**src/rtl/muldiv_unit.sv**
```systemverilog
// Iterative RV32M multiply/divide unit: shift-add multiply, restoring divide,
// one bit per cycle, with a final sign-correction cycle.
module muldiv_unit #(
  parameter int unsigned XLEN = 32
) (
  input  logic            clk,
  input  logic            reset,
  input  logic            start,
  input  logic [2:0]      funct3,
  input  logic [XLEN-1:0] op_a,
  input  logic [XLEN-1:0] op_b,
  input  logic            flush,
  output logic            busy,
  output logic            done,
  output logic [XLEN-1:0] result
);

  localparam int unsigned CNT_W = $clog2(XLEN) + 1;
  localparam int unsigned DW    = 2 * XLEN;
  localparam logic [CNT_W-1:0] CNT_LAST = CNT_W'(XLEN);

  typedef enum logic [2:0] {IDLE, MUL, DIV, FIX, DONE} state_t;

  state_t state, state_nxt;

  logic [2:0]       fn;
  logic [XLEN-1:0]  a_mag, b_mag, quo;
  logic [DW-1:0]    acc;
  logic [XLEN:0]    rem;
  logic             neg;
  logic [CNT_W-1:0] cnt, cnt_inc;

  logic             accept_c, a_neg_c, b_neg_c, in_neg_c;
  logic             div_zero_c, div_ovf_c, special_c;
  logic [XLEN-1:0]  in_a_mag_c, in_b_mag_c;
  logic [XLEN:0]    mul_sum_c;
  logic [XLEN+1:0]  shifted_c, diff_c;
  logic [DW-1:0]    prod_fix_c;
  logic [XLEN-1:0]  div_sel_c, fix_res_c;

  // Operand decode: signedness per funct3, magnitudes, result sign, special divides
  always_comb begin
    a_neg_c    = 1'b0;
    b_neg_c    = 1'b0;
    in_neg_c   = 1'b0;
    case (funct3)
      3'b001, 3'b100: begin
        a_neg_c  = op_a[XLEN-1];
        b_neg_c  = op_b[XLEN-1];
        in_neg_c = op_a[XLEN-1] ^ op_b[XLEN-1];
      end
      3'b110: begin
        a_neg_c  = op_a[XLEN-1];
        b_neg_c  = op_b[XLEN-1];
        in_neg_c = op_a[XLEN-1];
      end
      3'b010: begin
        a_neg_c  = op_a[XLEN-1];
        in_neg_c = op_a[XLEN-1];
      end
      default: ;
    endcase
    in_a_mag_c = a_neg_c ? -op_a : op_a;
    in_b_mag_c = b_neg_c ? -op_b : op_b;
    div_zero_c = funct3[2] && (op_b == '0);
    div_ovf_c  = ((funct3 == 3'b100) || (funct3 == 3'b110)) &&
                 (op_a == {1'b1, {(XLEN-1){1'b0}}}) && (op_b == '1);
    special_c  = div_zero_c || div_ovf_c;
    accept_c   = start && !flush && ((state == IDLE) || (state == DONE));
  end

  // Iteration datapath and final sign-corrected result select
  always_comb begin
    cnt_inc    = cnt + CNT_W'(1);
    mul_sum_c  = {1'b0, acc[DW-1:XLEN]} + (acc[0] ? {1'b0, a_mag} : {(XLEN+1){1'b0}});
    shifted_c  = {rem, quo[XLEN-1]};
    diff_c     = shifted_c - {2'b00, b_mag};
    prod_fix_c = neg ? -acc : acc;
    div_sel_c  = fn[1] ? rem[XLEN-1:0] : quo;
    if (!fn[2]) begin
      fix_res_c = (fn[1:0] == 2'b00) ? prod_fix_c[XLEN-1:0] : prod_fix_c[DW-1:XLEN];
    end else begin
      fix_res_c = neg ? -div_sel_c : div_sel_c;
    end
  end

  // State register
  always_ff @(posedge clk) begin
    if (reset) state <= IDLE;
    else       state <= state_nxt;
  end

  // Next-state logic; special divides bypass iteration and finalise in FIX
  always_comb begin
    state_nxt = state;
    case (state)
      IDLE, DONE: begin
        state_nxt = IDLE;
        if (accept_c) begin
          if (!funct3[2])     state_nxt = MUL;
          else if (special_c) state_nxt = FIX;
          else                state_nxt = DIV;
        end
      end
      MUL, DIV: begin
        if (flush)                    state_nxt = IDLE;
        else if (cnt_inc == CNT_LAST) state_nxt = FIX;
      end
      FIX:     state_nxt = flush ? IDLE : DONE;
      default: state_nxt = IDLE;
    endcase
  end

  // Operand latch, per-cycle iteration and registered outputs
  always_ff @(posedge clk) begin
    if (reset) begin
      fn     <= '0;
      a_mag  <= '0;
      b_mag  <= '0;
      acc    <= '0;
      quo    <= '0;
      rem    <= '0;
      neg    <= 1'b0;
      cnt    <= '0;
      busy   <= 1'b0;
      done   <= 1'b0;
      result <= '0;
    end else begin
      busy <= (state_nxt == MUL) || (state_nxt == DIV) || (state_nxt == FIX);
      done <= (state_nxt == DONE);
      if (accept_c) begin
        fn    <= funct3;
        a_mag <= in_a_mag_c;
        b_mag <= in_b_mag_c;
        cnt   <= '0;
        acc   <= {{XLEN{1'b0}}, in_b_mag_c};
        if (div_zero_c) begin
          quo <= '1;
          rem <= {1'b0, op_a};
          neg <= 1'b0;
        end else if (div_ovf_c) begin
          quo <= op_a;
          rem <= '0;
          neg <= 1'b0;
        end else begin
          quo <= in_a_mag_c;
          rem <= '0;
          neg <= in_neg_c;
        end
      end else begin
        case (state)
          MUL: begin
            acc <= {mul_sum_c, acc[XLEN-1:1]};
            cnt <= cnt_inc;
          end
          DIV: begin
            quo <= {quo[XLEN-2:0], ~diff_c[XLEN+1]};
            rem <= diff_c[XLEN+1] ? shifted_c[XLEN:0] : diff_c[XLEN:0];
            cnt <= cnt_inc;
          end
          FIX: if (!flush) result <= fix_res_c;
          default: ;
        endcase
      end
    end
  end

endmodule

```
**config.mk**
```make
export PLATFORM = sky130hd
export DESIGN_NAME = muldiv_unit
export DESIGN_NICKNAME = d
export VERILOG_FILES = /design/src/rtl/muldiv_unit.sv
export SDC_FILE = /design/constraint.sdc
export NUM_CORES = 1
export LEC_CHECK = 0
export ABC_CLOCK_PERIOD_IN_PS = 4700
export CAP_MARGIN = 20
export CELL_PAD_IN_SITES_DETAIL_PLACEMENT = 0
export CELL_PAD_IN_SITES_GLOBAL_PLACEMENT = 1
export CORE_ASPECT_RATIO = 1.4
export CORE_UTILIZATION = 46
export DETAILED_ROUTE_END_ITERATION = 6
export GPL_TIMING_DRIVEN = 0
export PLACE_DENSITY = 0.87
export SYNTH_ARGS = -nofsm -noshare
export SYNTH_HDL_FRONTEND = slang
export SYNTH_SLANG_ARGS = --single-unit
```
**constraint.sdc**
```tcl
create_clock -name clk -period 4.7 [get_ports clk]
set_input_delay 1.41 -clock clk [delete_from_list [all_inputs] [get_ports clk]]
set_output_delay 1.41 -clock clk [all_outputs]
set_load 0.01 [all_outputs]
```
# --- Word level (Yosys, flattened, before mapping) ---
# Index checks and enable logic that the tools add are counted.
classes:
  add_sub_neg: 7
  n_eq_ne: 15
  mux: 30
  bitwise_logic: 4
  n_reduce_logical: 24
op_table:
  columns: ["cell", "n"]
  rows:
  - ["2-to-1 mux 32 bit", 14]
  - ["2-to-1 mux 33 bit", 3]
  - ["negation 32 bit", 3]
  - ["== test 32 bit (second input constant)", 2]
  - ["2-to-1 mux 64 bit", 1]
  - ["negation 64 bit", 1]
  - ["subtractor 34 x 32 -> 34 bit", 1]
  - ["adder 32 x 32 -> 33 bit", 1]
  - ["zero test 32 bit", 1]
  - ["== test 3 x 2 -> 1 bit (second input constant)", 5]
  - ["== test 3 bit (second input constant)", 4]
  - ["OR reduction 2 bit", 5]
  - ["== test 3 x 1 -> 1 bit (second input constant)", 3]
  - ["2-to-1 mux 3 bit", 3]
  - ["case mux 3 bit (3 select lines)", 1]
  - ["adder 6 x 1 -> 6 bit (second input constant)", 1]
  - ["== test 6 bit (second input constant)", 1]
  - ["logical AND 1 bit", 5]
  - ["logical OR 1 bit", 5]
  - ["2-to-1 mux 1 bit", 5]
  - ["2-to-1 mux 2 bit", 2]
  - ["nonzero test 2 bit", 2]
  - ["OR reduction 4 bit", 1]
  - ["zero test 3 bit", 1]
  - ["7 further kinds", 9]
word_totals:
  register_bits: 240
  word_cells: 93

# --- Depth between registers and ports, before layout ---
# Gate-level depths: netlist of run 1.
depth:
  ltp_word: 12
  ltp_mapped: 17

# --- Worst setup path before layout of run 1 ---
# Ideal clock, no wire load.
synth_path:
  path_type: "reg-to-reg"
  startpoint: "register fn[1]"
  endpoint: "register result[28]"
  setup_ns: 0.122
  t_arrival_ns: 3.755
  setup_slack_ns: 0.823
  path_stages_with_launch: 18
  path_cell_list: "dfxtp_1 > buf_6 > clkbuf_4 > buf_6 > buf_2 > buf_4 > buf_6 > buf_2 > mux2i_1 > ha_1 > o221ai_2 > or4_4 > nor2_2 > nand2_1 > or3_4 > o31ai_4 > xnor2_1 > a221o_1"
synth_via:
  elab_chain_cells: 4
synth_rtl:
  columns: ["item", "line", "source"]
  rows:
  - ["start: declaration", "26", "logic [2:0] fn;"]
  - ["start signal: assignment", "132", "fn <= funct3;"]
  - ["2-to-1 mux 32 bit", "79", "div_sel_c = fn[1] ? rem[XLEN-1:0] : quo;"]
  - ["negation 32 bit", "83", "fix_res_c = neg ? -div_sel_c : div_sel_c;"]
  - ["2-to-1 mux 32 bit", "83", null]
  - ["2-to-1 mux 32 bit *", "80", "if (!fn[2]) begin"]
  - ["end signal: assignment", "161", "FIX: if (!flush) result <= fix_res_c;"]
  - ["end: declaration", "15", "output logic [XLEN-1:0] result"]
# Mark *: on every way between the ends. The rest lies on a longest branch, timed or not.
# A chain may end at the register's enable or synchronous reset.

# --- Worst setup path in the final report of run 1 ---
layout_path:
  startpoint: "register fn[1]"
  endpoint: "register result[22]"
# Same word-level chain as after synthesis.

==> results.md, run 1 <==
- CP max stage cell: or4_4
- CTS tree: built
- Global routing's busiest layer: met2
- Clock transition at path regs: 60 ps
- GR Util met2: 69.8%
- Post-synth EDFFs: 0
- Failing checks: DRC
- RSZ-0062 raised after global routing: false
- Num ports: 105
- Finished Layout Cells: 3047
- Slew headroom: 28.7%
- Leak Pwr: 7.45 nW
- DRT Pass-1 Iters: 7
- Syn avg cell area: 7.61 µm²
- Primary FF master, synth: dfxtp_1
- Initial antenna violation count: 0
- DRC: 2
- Tot GR Track Use: 41.4%
- F_max: 0.216 GHz
- Xor/xnor cell area share of the yosys netlist: 7.22%
- Tcrit/Tclk final: 98.6%
- Area share of the largest cell type after synthesis: 26.6%
- Initial DRC Count: 2009
- CTS root buf: clkbuf_16
- Number of routed nets with antenna violations: 0
- Crit path max-delay family: buffers and inverters
- RR Endpoint: result[22]
- Starting Density: 46.8%
- Worst setup path start: fn[1]
- Pin count of the biggest net entering global routing: 20
- Sequential-to-total area share from yosys stat: 26.6%
- Met3 usage: 6.00%
- FF-to-FF setup slack: 60 ps
- CORE AREA: 0.0386 mm²
- Mapped Nets: 2517
- FFs w/ async S/R, synth: 0%
- Final WL: 84400 µm
- Rows: 85
- Via count: 19700
- Avg WL per Cell: 27.7 µm
- Hold crit path type: reg2reg
- CP Launch Type: flop
- Share of layout cells above drive strength 1: 5.23%
- Die Ht: 237 µm
- Multiplexer share of the synthesized area: 5.46%
- Critical path required time: 5130 ps
- Commonest cells post-synth: nand2_1 (259), dfxtp_1 (240), a21oi_1 (203)
- Power Density: 275 mW/mm²
- Outcome: complete, but fails checks
- Post-CTS Hold Buffers: 0
- Clock latency on the worst-skew pair: 570 ps
- H-tree lvl count: 1
- Die Width: 170 µm
- Buf+Inv Stages, Crit Path: 6
- Main combinational cell family by area after synthesis: compound AO/OA/AOI/OAI gates
- Critical path's largest stage delay: 630 ps
- CP Depth: 16
- Synth Area in Compound Gates: 27.6%
- Setup Skew: 20.8 ps
- Post-Syn Area: 0.0181 mm²
- Final hold vios: 0
- Clock buffer count from CTS: 26
- DP Area: 0.0198 mm²
- Crit path max fanout: 19
- Post-synthesis simple-gate area fraction: 22.6%
- HP Start: result[17]
- Die area: 0.0401 mm²
- Slew Viols, Final: 0
- Placed Cells: 3000
- Number of port buffers: 102
- # Max-Cap Violations: 0
- FF-to-FF path depth: 16
- Main area contributors after synthesis: dfxtp_1 (27%), a21oi_1 (5.6%), nand2_1 (5.4%)
- Crit path time final: 4640 ps
- First-pass GRT wire length: 122000 µm
- Design area: 0.0207 mm²
- Crit path arrival time: 5060 ps
- Adder-cell share of the synthesized area: 5.07%
- CP Capture Type: flop
- Syn-to-layout area delta: 14.4%
- Via count of the first global-routing pass: 18800
- Worst-Margin Slew: 1070 ps
- GR Util met1: 46.2%
- Dominant cell by count in the synthesized netlist: nand2_1
- Worst-case clock buffer depth: 3
- Warnings, synthesis: 0
- Crit path kind: reg2reg
- Peak supply drop: 0.397 mV
- Nets: 2649
- Vias per inst: 6.47
- Placer Congestion: 1.06
- Distinct cells, synth: 101
- Yosys top cell by area: dfxtp_1
- Synthesized netlist cell count: 2374
- Final count of negative-setup-slack endpoints: 0
- Critical Path Sink: result[22]
- Critical path, cell by cell: buf_6 -> clkbuf_4 -> buf_6 -> buf_2 -> buf_4 -> buf_6 -> mux2i_2 -> ha_1 -> o221ai_2 -> or4_4 -> or3_1 -> o21ai_0 -> xor2_1 -> a221o_1 -> a21oi_1 -> nor3_1
- Antenna cells: 0
- Clk sinks: 240
- Total Power: 5.69 mW
- Most used cell, CP: buf_6
- HPWL after DPL: 68000 µm
- Number of synthesized register bits: 240
- Global route total overflow: 0
- Origin of the critical flop-to-flop path: fn[1]
[worst min-delay path, cell delays in order (launching register included)]
cell	delay, ps
dfxtp_1	310
nand2_1	50
nand2_1	40
[logic make-up (layout without fill, tap and decap cells)]
kind of cell	Yosys count	in the layout
flops	240	240
fa+ha+maj	72	72
buf+inv	238	389
compound gates	753	753
simple gates	824	824
mux	98	98
xor+xnor	149	149
[cell usage in the layout (no fill, tap or decap), drive strengths merged, types with 9 or more instances in the layout]
master / n
clkdlybuf4s50: 102
a22oi: 52
o211ai: 15
nand4: 20
inv: 79
a31oi: 34
nand2: 259
o22ai: 29
nand3: 54
xnor2: 80
buf: 35
clkbuf: 169
o21ai: 124
and2: 40
o31ai: 19
nand2b: 25
a21o: 28
a21boi: 44
and3: 17
nor2: 186
nor3b: 14
xor2: 69
o311ai: 13
nor3: 89
nor2b: 13
a221oi: 16
or2: 15
a21oi: 203
a311oi: 15
o21a: 22
dfxtp: 240
ha: 70
a211oi: 52
o31a: 9
or4: 13
nor4: 33
mux2i: 93
or3: 23
[sequential cells by signal, indices dropped and copies added, names as in the netlist]
signal  count
a_mag      32
acc        64
b_mag      32
state       3
fn          3
cnt         6
busy        1
neg         1
result     32
rem        33
quo        32
done        1
[routing by layer]
metal  vias to the layer above  part of all wire [%]
met5                         -                     0
met4                         0                   9.4
met3                       295                   7.5
met2                      1059                    47
met1                      9364                    36
li1                       8984                     -
[how the worst min path moves through the flow]
| stage | slack (ps) | to | depth (start not counted) |
|---|---|---|---|
| floorplan | 430 | b_mag[31] | 1 |
| global placement | 430 | result[17] | 2 |
| detailed placement | 440 | result[17] | 2 |
| CTS | 450 | result[17] | 2 |
| global route | 470 | a_mag[2] | 2 |
| finish | 440 | result[17] | 2 |
[timing repair]
item	4_1_cts	5_1_grt
endpoints found under the setup margin	7	16
setup buffers	0	0
gates resized for setup	1	5
gates cloned	0	0
[power breakdown]
part	internal (mW)	switching (mW)
Sequential	2.12	0.101
Combinational	0.448	0.876
Clock	1.22	0.926
[layout make-up]
class	count	area (µm²)
Fill cell	3823	17900
Multi-Input combinational cell	1896	12300
Sequential cell	240	4800
Timing Repair Buffer	105	1040
Clock buffer	41	838
Buffer	160	703
Tap cell	522	653
Inverter	77	289
Clock inverter	6	45.0
[per-stage QoR]
| stage | hold slack, ps | utilization [%] | setup slack [ps] | TNS [ps] |
|---|---|---|---|---|
| floorplan | 427 | - | 823 | 0 |
| global placement | 431 | 51.1 | -973 | -88850 |
| detailed placement | 437 | 51.2 | -366 | -11970 |
| CTS | 446 | 53.5 | 91.7 | 0 |
| global route | 473 | 53.6 | 5.82 | 0 |
| finish | 442 | 53.6 | 64.7 | 0 |
Note: power is estimated with default switching activity, not from simulation.
==> run 2: changes to the inputs <==
Settings changed: ABC_CLOCK_PERIOD_IN_PS 4700 to not set, CORE_UTILIZATION 46 to 49, DONT_BUFFER_PORTS set to 1.
==> results.md, run 2 (synthesis gave the netlist of run 1 again) <==
- HP Start: a_mag[10]
- Tcrit/Tclk final: 93.3% (-5.4 points)
- Leak Pwr: 7.06 nW (-5.2%)
- Crit path max fanout: 19 (unchanged)
- Clock latency on the worst-skew pair: 580 ps (about the same)
- Via count of the first global-routing pass: 18500 (-1.5%)
- Die Ht: 229 µm (-3.1%)
- CP Launch Type: flop
- Outcome: finished clean
- GR Util met1: 47.6% (+1.4 points)
- Crit path kind: reg2reg
- CTS tree: built
- Setup bufs post-CTS: 0 (unchanged)
- Starting Density: 50.0% (+3.2 points)
- CORE AREA: 0.0361 mm² (-6.5%)
- Avg WL per Cell: 28.5 µm (+2.7%)
- Biggest register: acc
- Global routing's busiest layer: met2
- Initial DRC Count: 2012 (+0.15%)
- Crit path arrival time: 4830 ps (-230 ps)
- CTS root buf: clkbuf_16
- HPWL after DPL: 65800 µm (-3.2%)
- Share of layout cells above drive strength 1: 5.32% (+0.096 points)
- Comb pwr share: 21.6% (-1.6 points)
- Tot GR Track Use: 43.2% (+1.8 points)
- Number of port buffers: 0 (-100%)
- Number of routed nets with antenna violations: 0 (unchanged)
- Most frequent cells in the layout: nand2_1 (259), dfxtp_1 (240), a21oi_1 (203)
- # fillers: 3614 (-5.5%)
- Initial antenna violation count: 1 (+1)
- DP Area: 0.0187 mm² (-5.5%)
- Most common cell after layout, fill and taps aside: nand2_1
- Clock buffer count from CTS: 27 (+3.8%)
- Crit path time final: 4380 ps (-252 ps)
- Worst-case clock buffer depth: 3 (unchanged)
- Via count: 19400 (-1.8%)
- Final count of negative-setup-slack endpoints: 0 (unchanged)
- Rows: 82 (-3.5%)
- Sequential fraction of design power: 39.4% (+0.4 points)
- # Max-Cap Violations: 0 (unchanged)
- Max reg flops: 64 (unchanged)
- First-pass GRT wire length: 119000 µm (-2.4%)
- Final WL: 82100 µm (-2.7%)
- RSZ-0062 raised after global routing: false
- Setup Skew: 16.7 ps (-4.08 ps)
- Die Width: 164 µm (-3.1%)
- Post-CTS Hold Buffers: 0 (unchanged)
- Final Core Density: 54.2% (+0.62 points)
- Worst-Margin Slew: 1270 ps (+203 ps)
- Peak supply drop: 0.303 mV (-24%)
- Met3 usage: 8.53% (+2.5 points)
- H-tree lvl count: 1 (unchanged)
- Worst setup path start: fn[1]
- Net Sw Frac: 33.4% (about the same)
- Die area: 0.0377 mm² (-6.1%)
- Global route total overflow: 0 (unchanged)
- Switching power: 1.88 mW (-1.1%)
- F_max: 0.228 GHz (+5.8%)
- Design area: 0.0196 mm² (-5.4%)
- Setup Slack @ Placement: -62.8 ps (+303 ps)
- Nets: 2546 (-3.9%)
- Vias per inst: 6.71 (+3.7%)
- Power Density: 288 mW/mm² (+4.5%)
- CP Capture Type: flop
- DRC: 0 (-2)
- Fin worst setup slack: 317 ps (+252 ps)
- Critical path required time: 5140 ps (about the same)
- Pin count of the biggest net entering global routing: 20 (unchanged)
- Clk sinks: 240 (unchanged)
- Slew headroom: 15.0% (-14 points)
- Power Internal: 3.75 mW (-1.2%)
- Placer Congestion: 1.04 (-2.0%)
- Final hold vios: 0 (unchanged)
- Clk pwr share: 39.1% (+1.4 points)
- Biggest regs: acc (64), rem (33)
- Origin of the critical flop-to-flop path: fn[1]
- Syn-to-layout area delta: 8.27%
- DRT Pass-1 Iters: 6 (-1)
- Clock transition at path regs: 70 ps (about the same)
- Slew Viols, Final: 0 (unchanged)
- Num ports: 105 (unchanged)
- GR Util met2: 70.4% (+0.51 points)
- Hold crit path type: reg2reg
-- run 2: power groups by stage --
| stage | clock [mW] | combinational [mW] | sequential [mW] |
|---|---|---|---|
| finish | 2.20 | 1.21 | 2.22 |
| CTS | 2.20 | 1.18 | 2.21 |
| detailed placement | 0 | 1.17 | 2.26 |
| global route | 2.27 | 1.28 | 2.22 |
| floorplan | 0 | 0.800 | 2.21 |
| global placement | 0 | 1.17 | 2.25 |
-- run 2: area by class of cell --
| cell class | count | area [µm²] | area share, % |
|---|---|---|---|
| well taps | 462 | 578 | 2.95 |
| flip-flops and latches | 240 | 4800 | 24.6 |
| repair buffers | 2 | 12.5 | 0.0640 |
| clock inverters | 11 | 105 | 0.537 |
| inverters | 77 | 289 | 1.48 |
| multi-input cells | 1896 | 12300 | 62.8 |
| diodes | 1 | 2.50 | 0.0128 |
| clock buffers | 38 | 787 | 4.02 |
| plain buffers | 159 | 698 | 3.57 |
-- run 2: per-stage QoR --
| stage | hold WS (ps) | TNS [ps] | power (mW) | std cells |
|---|---|---|---|---|
| 6_report | 454 | 0 | 5.63 | 2886 |
| 5_1_grt | 466 | 0 | 5.78 | 2885 |
| 4_1_cts | 453 | 0 | 5.59 | 2886 |
| 3_5_place_dp | 445 | -129 | 3.43 | 2838 |
| 3_3_place_gp | 442 | -6340 | 3.42 | 2836 |
| 2_1_floorplan | 427 | 0 | 3.01 | 2374 |
-- run 2: metal layers --
metal | up-vias | share of wire (%)
met1 | 9109 | 36
met4 | 0 | 10
met2 | 1118 | 45
met3 | 340 | 8.6
met5 | - | 0
li1 | 8788 | -
-- run 2: repair_timing --
| action | CTS | global route |
|---|---|---|
| resized for setup | 1 | 1 |
| pin swaps | 0 | 0 |
| endpoints found under the setup margin | 4 | 6 |
-- run 2: worst max-delay path, stage by stage (launching register included) --
cell      delay (ps)
dfxtp_1          330
buf_6            140
clkbuf_4         210
buf_6            230
buf_4            270
buf_6            240
mux2i_1          280
ha_1             250
o221ai_2         210
or4_4            630
nor2_2           110
nand2_1           70
or3_4            420
and3_2           210
o21ai_0          550
nand2_1           90
-- run 2: final timing paths --
check                           slack, ps          to  depth (start not counted)
worst max-delay path                  320  result[24]                         15
worst min-delay path                  450   a_mag[10]                          2
worst max register to register        320  result[24]                         15
worst min register to register        450   a_mag[10]                          2
